[config.mk]
export PLATFORM = sky130hd
export DESIGN_NAME = ex_hazard_ctrl
export DESIGN_NICKNAME = d
export VERILOG_FILES = /design/src/rtl/ex_ctrl_pkg.sv /design/src/rtl/fwd_match.sv /design/src/rtl/ex_hazard_ctrl.sv
export SDC_FILE = /design/constraint.sdc
export NUM_CORES = 1
export LEC_CHECK = 0
export ABC_AREA = 0
export BUFFER_PORTS_ARGS = -buffer_cell sky130_fd_sc_hd__buf_2
export CORE_MARGIN = 2
export CORE_UTILIZATION = 40
export CTS_CLUSTER_DIAMETER = 200
export DETAILED_ROUTE_END_ITERATION = 16
export PLACE_DENSITY_LB_ADDON = 0.08
export SLEW_MARGIN = 40
export SYNTH_ARGS = -nofsm -noshare
export SYNTH_HDL_FRONTEND = slang
export SYNTH_SLANG_ARGS = --single-unit
export TNS_END_PERCENT = 10
[constraint.sdc]
create_clock -name clk -period 2.07 [get_ports clk]
set_input_delay 0.5175 -clock clk [delete_from_list [all_inputs] [get_ports clk]]
set_output_delay 0.5175 -clock clk [all_outputs]
set_load 0.01 [all_outputs]
[src/rtl/ex_ctrl_pkg.sv]
// Shared encodings for the EX-stage hazard controller: forwarding selects,
// the MDU alu_op code and the sequencing state encoding.
package ex_ctrl_pkg;

    localparam logic [1:0] FWD_REGFILE = 2'b00;
    localparam logic [1:0] FWD_EXMEM   = 2'b01;
    localparam logic [1:0] FWD_MEMWB   = 2'b10;

    localparam logic [2:0] ALU_OP_MDU  = 3'b100;

    typedef enum logic {
        RUN      = 1'b0,
        MDU_WAIT = 1'b1
    } ex_state_e;

    // Newer producer (currently in ID/EX) wins over the older one in EX/MEM.
    function automatic logic [1:0] fwd_pick(input logic hit_new, input logic hit_old);
        if (hit_new)
            return FWD_EXMEM;
        else if (hit_old)
            return FWD_MEMWB;
        else
            return FWD_REGFILE;
    endfunction

endpackage

[src/rtl/fwd_match.sv]
// Register-address comparator: flags a producer whose rd feeds a source operand.
// x0 is hardwired zero, so rd==0 never produces a hit.
module fwd_match
    import ex_ctrl_pkg::*;
#(
    parameter int REG_AW = 5
) (
    input  logic [REG_AW-1:0] i_rs,
    input  logic              i_use,
    input  logic [REG_AW-1:0] i_rd,
    input  logic              i_reg_write,
    input  logic              i_not_load,
    output logic              o_hit
);

    logic w_rd_nonzero;

    assign w_rd_nonzero = (i_rd != '0);
    assign o_hit        = i_use & i_reg_write & i_not_load & w_rd_nonzero & (i_rs == i_rd);

endmodule

[src/rtl/ex_hazard_ctrl.sv]
// EX-stage hazard controller: registered operand forwarding, load-use stall,
// MDU issue/wait with watchdog, and branch flush. Optional HAZARD_PERF_CNT_EN adds perf_cnt.
module ex_hazard_ctrl
    import ex_ctrl_pkg::*;
#(
    parameter int REG_AW         = 5,
    parameter int MDU_MAX_CYCLES = 40,
    parameter int CNT_W          = 6
) (
    input  logic              clk,
    input  logic              rst,
    input  logic [REG_AW-1:0] id_rs1,
    input  logic [REG_AW-1:0] id_rs2,
    input  logic              id_use_rs1,
    input  logic              id_use_rs2,
    input  logic [REG_AW-1:0] idex_rd,
    input  logic              idex_reg_write,
    input  logic              idex_mem_read,
    input  logic [2:0]        idex_alu_op,
    input  logic [REG_AW-1:0] exmem_rd,
    input  logic              exmem_reg_write,
    input  logic              ex_branch_taken,
    input  logic              mdu_done,
    output logic              stall_if,
    output logic              stall_id,
    output logic              stall_ex,
    output logic              flush_id,
    output logic              bubble_ex,
    output logic [1:0]        fwd_a_sel,
    output logic [1:0]        fwd_b_sel,
    output logic              mdu_start,
`ifdef HAZARD_PERF_CNT_EN
    output logic [95:0]       perf_cnt,
`endif
    output logic              mdu_err
);

    // state    | meaning
    // RUN      | normal issue; load-use stall, branch flush, MDU start
    // MDU_WAIT | MDU op held in EX; front end frozen until done or watchdog

    localparam logic [CNT_W-1:0] CNT_LAST = CNT_W'(MDU_MAX_CYCLES - 1);

    ex_state_e         r_state;
    ex_state_e         w_state_nxt;
    logic [CNT_W-1:0]  r_cnt;
    logic              r_err;
    logic              r_issued;
    logic [1:0]        r_fwd_a;
    logic [1:0]        r_fwd_b;

    logic              w_hit_a_ex;
    logic              w_hit_a_mem;
    logic              w_hit_b_ex;
    logic              w_hit_b_mem;
    logic              w_not_load;
    logic              w_is_mdu;
    logic              w_load_use_cond;
    logic              w_load_use;
    logic              w_timeout;
    logic [1:0]        w_fwd_a;
    logic [1:0]        w_fwd_b;

    assign w_not_load = ~idex_mem_read;
    assign w_is_mdu   = (idex_alu_op == ALU_OP_MDU);

    fwd_match #(.REG_AW(REG_AW)) u_match_a_ex (
        .i_rs        (id_rs1),
        .i_use       (id_use_rs1),
        .i_rd        (idex_rd),
        .i_reg_write (idex_reg_write),
        .i_not_load  (w_not_load),
        .o_hit       (w_hit_a_ex)
    );

    fwd_match #(.REG_AW(REG_AW)) u_match_a_mem (
        .i_rs        (id_rs1),
        .i_use       (id_use_rs1),
        .i_rd        (exmem_rd),
        .i_reg_write (exmem_reg_write),
        .i_not_load  (1'b1),
        .o_hit       (w_hit_a_mem)
    );

    fwd_match #(.REG_AW(REG_AW)) u_match_b_ex (
        .i_rs        (id_rs2),
        .i_use       (id_use_rs2),
        .i_rd        (idex_rd),
        .i_reg_write (idex_reg_write),
        .i_not_load  (w_not_load),
        .o_hit       (w_hit_b_ex)
    );

    fwd_match #(.REG_AW(REG_AW)) u_match_b_mem (
        .i_rs        (id_rs2),
        .i_use       (id_use_rs2),
        .i_rd        (exmem_rd),
        .i_reg_write (exmem_reg_write),
        .i_not_load  (1'b1),
        .o_hit       (w_hit_b_mem)
    );

    assign w_fwd_a = fwd_pick(w_hit_a_ex, w_hit_a_mem);
    assign w_fwd_b = fwd_pick(w_hit_b_ex, w_hit_b_mem);

    assign w_load_use_cond = idex_mem_read & idex_reg_write & (idex_rd != '0) &
                             ((id_use_rs1 & (id_rs1 == idex_rd)) |
                              (id_use_rs2 & (id_rs2 == idex_rd)));

    always_ff @(posedge clk) begin
        if (rst)
            r_state <= RUN;
        else
            r_state <= w_state_nxt;
    end

    // The start cycle already freezes the front end so the MDU op stays in EX.
    always_comb begin
        w_state_nxt = r_state;
        stall_if    = 1'b0;
        stall_id    = 1'b0;
        stall_ex    = 1'b0;
        flush_id    = 1'b0;
        bubble_ex   = 1'b0;
        mdu_start   = 1'b0;
        w_load_use  = 1'b0;
        w_timeout   = 1'b0;
        if (!rst) begin
            case (r_state)
                RUN: begin
                    if (ex_branch_taken) begin
                        flush_id  = 1'b1;
                        bubble_ex = 1'b1;
                    end else begin
                        if (w_load_use_cond) begin
                            w_load_use = 1'b1;
                            stall_if   = 1'b1;
                            stall_id   = 1'b1;
                            bubble_ex  = 1'b1;
                        end
                        if (w_is_mdu && !r_issued) begin
                            mdu_start   = 1'b1;
                            stall_if    = 1'b1;
                            stall_id    = 1'b1;
                            stall_ex    = 1'b1;
                            w_state_nxt = MDU_WAIT;
                        end
                    end
                end
                MDU_WAIT: begin
                    if (mdu_done) begin
                        w_state_nxt = RUN;
                    end else if (r_cnt == CNT_LAST) begin
                        w_timeout   = 1'b1;
                        w_state_nxt = RUN;
                    end else begin
                        stall_if = 1'b1;
                        stall_id = 1'b1;
                        stall_ex = 1'b1;
                    end
                end
                default: w_state_nxt = RUN;
            endcase
        end
    end

    always_ff @(posedge clk) begin
        if (rst) begin
            r_cnt    <= '0;
            r_err    <= 1'b0;
            r_issued <= 1'b0;
            r_fwd_a  <= FWD_REGFILE;
            r_fwd_b  <= FWD_REGFILE;
        end else begin
            if (r_state == MDU_WAIT && w_state_nxt == MDU_WAIT)
                r_cnt <= r_cnt + CNT_W'(1);
            else
                r_cnt <= '0;

            if (w_timeout)
                r_err <= 1'b1;

            if (mdu_start)
                r_issued <= 1'b1;
            else if (!stall_ex)
                r_issued <= 1'b0;

            if (!stall_ex) begin
                r_fwd_a <= bubble_ex ? FWD_REGFILE : w_fwd_a;
                r_fwd_b <= bubble_ex ? FWD_REGFILE : w_fwd_b;
            end
        end
    end

    assign fwd_a_sel = r_fwd_a;
    assign fwd_b_sel = r_fwd_b;
    assign mdu_err   = r_err;

`ifdef HAZARD_PERF_CNT_EN
    logic [31:0] r_loaduse_stalls;
    logic [31:0] r_mdu_stall_cycles;
    logic [31:0] r_branch_flushes;

    // Saturating: counters stick at all-ones rather than wrapping.
    always_ff @(posedge clk) begin
        if (rst) begin
            r_loaduse_stalls   <= '0;
            r_mdu_stall_cycles <= '0;
            r_branch_flushes   <= '0;
        end else begin
            if (w_load_use && r_loaduse_stalls != '1)
                r_loaduse_stalls <= r_loaduse_stalls + 32'd1;
            if (stall_ex && r_mdu_stall_cycles != '1)
                r_mdu_stall_cycles <= r_mdu_stall_cycles + 32'd1;
            if (flush_id && r_branch_flushes != '1)
                r_branch_flushes <= r_branch_flushes + 32'd1;
        end
    end

    assign perf_cnt = {r_branch_flushes, r_mdu_stall_cycles, r_loaduse_stalls};
`endif

endmodule

==> impl_metrics.toml <==
[clock_tree]
path_clk_slew_ns = 0.08
ctsHoldBuffers = 0
cts.path.max_buffers = 2
cts_max_level = 1
tritoncts = "built"
clock_latency_ns = 0.28
clock-sinks = 13
cts-root-buf = "clkbuf_4"
cts_made_buffers = 3

[sta]
hold_violations = 0
timing.fmax_mhz = 445.9
holdWs_ns = 0.4443
slew_viol_final = 0
timing.slew.headroom_pct = 76.96
setup_viol = 3
fin_ws_ns = -0.1728
fin_crit_sh_pct = 108.3
setup_tns_ns = -0.5150
rsz0062_at_grt = "yes"
fin_skew_ns = 0.003665
tightestPinTransition_ns = 0.3444
period_needed_ns = 2.243

[synthesis]
synthArstFlopShare_pct = 0
seq_area_frac_synth_pct = 29.42
synth_cell_types = 35
synth_largest_area_cell = "dfxtp_1"
synth-edff-count = 0
ys_ff_latch = 13
synth_top_area_share_pct = 29.42
synth_area_leaders = "dfxtp_1 29%, xor2_1 14%, xnor2_1 9.9%, nor2_1 4.2%, nor4_1 3.5%"
synthCells = 103
syn-cell-area_sq_um = 884.6
synth-main-ff-cell = "dfxtp_1"
ys.warnings.count = 0
synth_nets = 136
synth.avg_cell_area_sq_um = 8.588

[global_routing]
grt_pass1_vias = 974
grtUsageTotal_pct = 21.53
grt_max_degree = 9
grt_pass1_wl_um = 4195
antenna_found_initial = 0
grt_overflow = 0

[setup_path]
cp-end-kind = "output pin"
cp-start-kind = "input port"
r2r_cells = 7
arrival_ns = 1.73
rrSetupSlack_ns = 0.13
critPathMaxFanout = 3
path_class = "input port to output pin"
critPathRequiredTime_ns = 1.55

[drt]
remaining_drc_errors = 0
viasPerCell = 4.980
wire_per_inst_um = 12.66
drt_iter0_markers = 2
detail-route-antenna-nets = 0
dr.pass1.iters = 3
wl_um = 2482
num_vias = 976

[power_and_ir_drop]
switching_share_pct = 27.48
power.internal_w = 0.0004169
combPwrFrac_pct = 28.6
p_leak_nw = 0.6978
p_per_area_nw_per_um2 = 390.0
switchingPower_w = 0.0001580
p_clk_share_pct = 27.6
seqPwrFrac_pct = 43.8
irDropWorstVdd_mv = 0.2801

[die]
core-area_sq_um = 2148
die-area_sq_um = 2604
io_pins = 43
rows = 17
fp.dieW_um = 51.03
fp.dieH_um = 51.03
start_util_pct = 41.18

[flow_run]
cap_violations = 0

[cells_and_area]
antenna_cells = 0
layout.nets = 202
areaGrowthSynthToFinish_pct = 66.62
drive_above_1_share_pct = 51.79

[hold_path]
hold-path-cell-count = 1
hold_class = "register to register"

[status]
violations = "setup timing"
status = "finished with violations"

[placed_design]
gp_congestion = 0.8262
portBuffers = 42
post-dp-hpwl_um = 1925
per-stage QoR:
step                      cell area (sq um)   power, W  worst slack (ns)  utilization [%]  instances
after floorplan                       919.6  0.0003116          0.007722                -        103
after global placement                 1300  0.0003894           -0.2974            60.51        191
after detailed placement               1300  0.0003930           -0.3686            60.51        191
after CTS                              1435  0.0005735           -0.1721            66.80        196
after global routing                   1474  0.0006037           -0.2524            68.61        196
final                                  1474  0.0005749           -0.1728            68.61        196
what timing repair did:
action,4_1_cts,5_1_grt
pin swaps,9,6
setup buffers,1,0
setup endpoints to repair,3,4
resized for setup,20,7
layout make-up:
| cell class | count | area [sq um] |
|---|---|---|
| multi-input combinational | 82 | 703.2 |
| fill | 188 | 674.4 |
| timing repair buffer | 63 | 424.2 |
| sequential | 13 | 262.8 |
| tap | 28 | 35.03 |
| clock buffer | 4 | 26.28 |
| inverter | 6 | 22.52 |
worst max-delay path: stages:
cell and delay [ns]:
buf_6 0.10, buf_6 0.12, xnor2_2 0.12, nand4_1 0.14, nor3_2 0.07, o2111a_1 0.26, or2_2 0.28, buf_6 0.12
power groups by stage:
stage	logic, W	registers [W]	clock network [W]
2_1_floorplan	0.0000538	0.000258	0
3_3_place_gp	0.000131	0.000258	0
3_5_place_dp	0.000135	0.000258	0
4_1_cts	0.000156	0.000252	0.000165
5_1_grt	0.000177	0.000252	0.000174
6_report	0.000164	0.000252	0.000158
worst paths after layout:
check             startpoint            to
setup / recovery  idex_rd[0]     bubble_ex
setup reg to reg    r_cnt[0]  fwd_b_sel[1]
hold / removal      r_cnt[0]      r_cnt[0]
hold reg to reg     r_cnt[0]      r_cnt[0]
cells by family (layout without fill, tap and decap cells):
kind of cell | Yosys count | after routing | synth area share (%)
AND/OR/NAND/NOR | 42 | 42 | 26.17
flip-flops | 13 | 13 | 29.42
adder cells (fa/ha/maj) | 1 | 1 | 1.414
buffers and inverters | 8 | 73 | 3.819
XOR/XNOR | 24 | 24 | 23.76
AO/OA/AOI/OAI | 15 | 15 | 15.42
cell usage after synthesis (2+ instances only):
cell type  instances
a21oi_1            2
dfxtp_1           13
inv_1              6
nand2_1            7
nand2b_1           2
nand3_1            4
nand4_1            3
nor2_1            10
nor3_1             2
nor4_1             5
o21ai_0            3
xnor2_1           10
xor2_1            14
layout by cell type, fill, tap and decap left out, types with 2 or more instances in the layout:
cell type and n:
xnor2_2 5, nand2b_1 2, nand3_1 4, a21oi_1 2, nand2_4 2, nor2_1 10
nand4_1 3, o41ai_2 2, buf_8 2, clkbuf_4 3, dfxtp_2 2, dfxtp_1 11
nor3_2 2, nor4_1 3, o21ai_0 3, buf_2 36, buf_4 18, nand2_1 6
inv_1 6, buf_6 7, xor2_1 13, xnor2_1 5
flip-flops by register name (all words and copies together) (netlist names):
register	cells
fwd_a_sel	2
r_issued	1
r_cnt	6
fwd_b_sel	2
mdu_err	1
r_state	1
routing by layer:
| metal | routed length, um | global-route usage [%] |
|---|---|---|
| met4 | 22 | 6.306 |
| met1 | 1093 | 24.95 |
| met2 | 1253 | 38.31 |
| met5 | 0 | 0 |
| met3 | 113 | 5.848 |
Note: power is estimated with default switching activity, not from simulation.
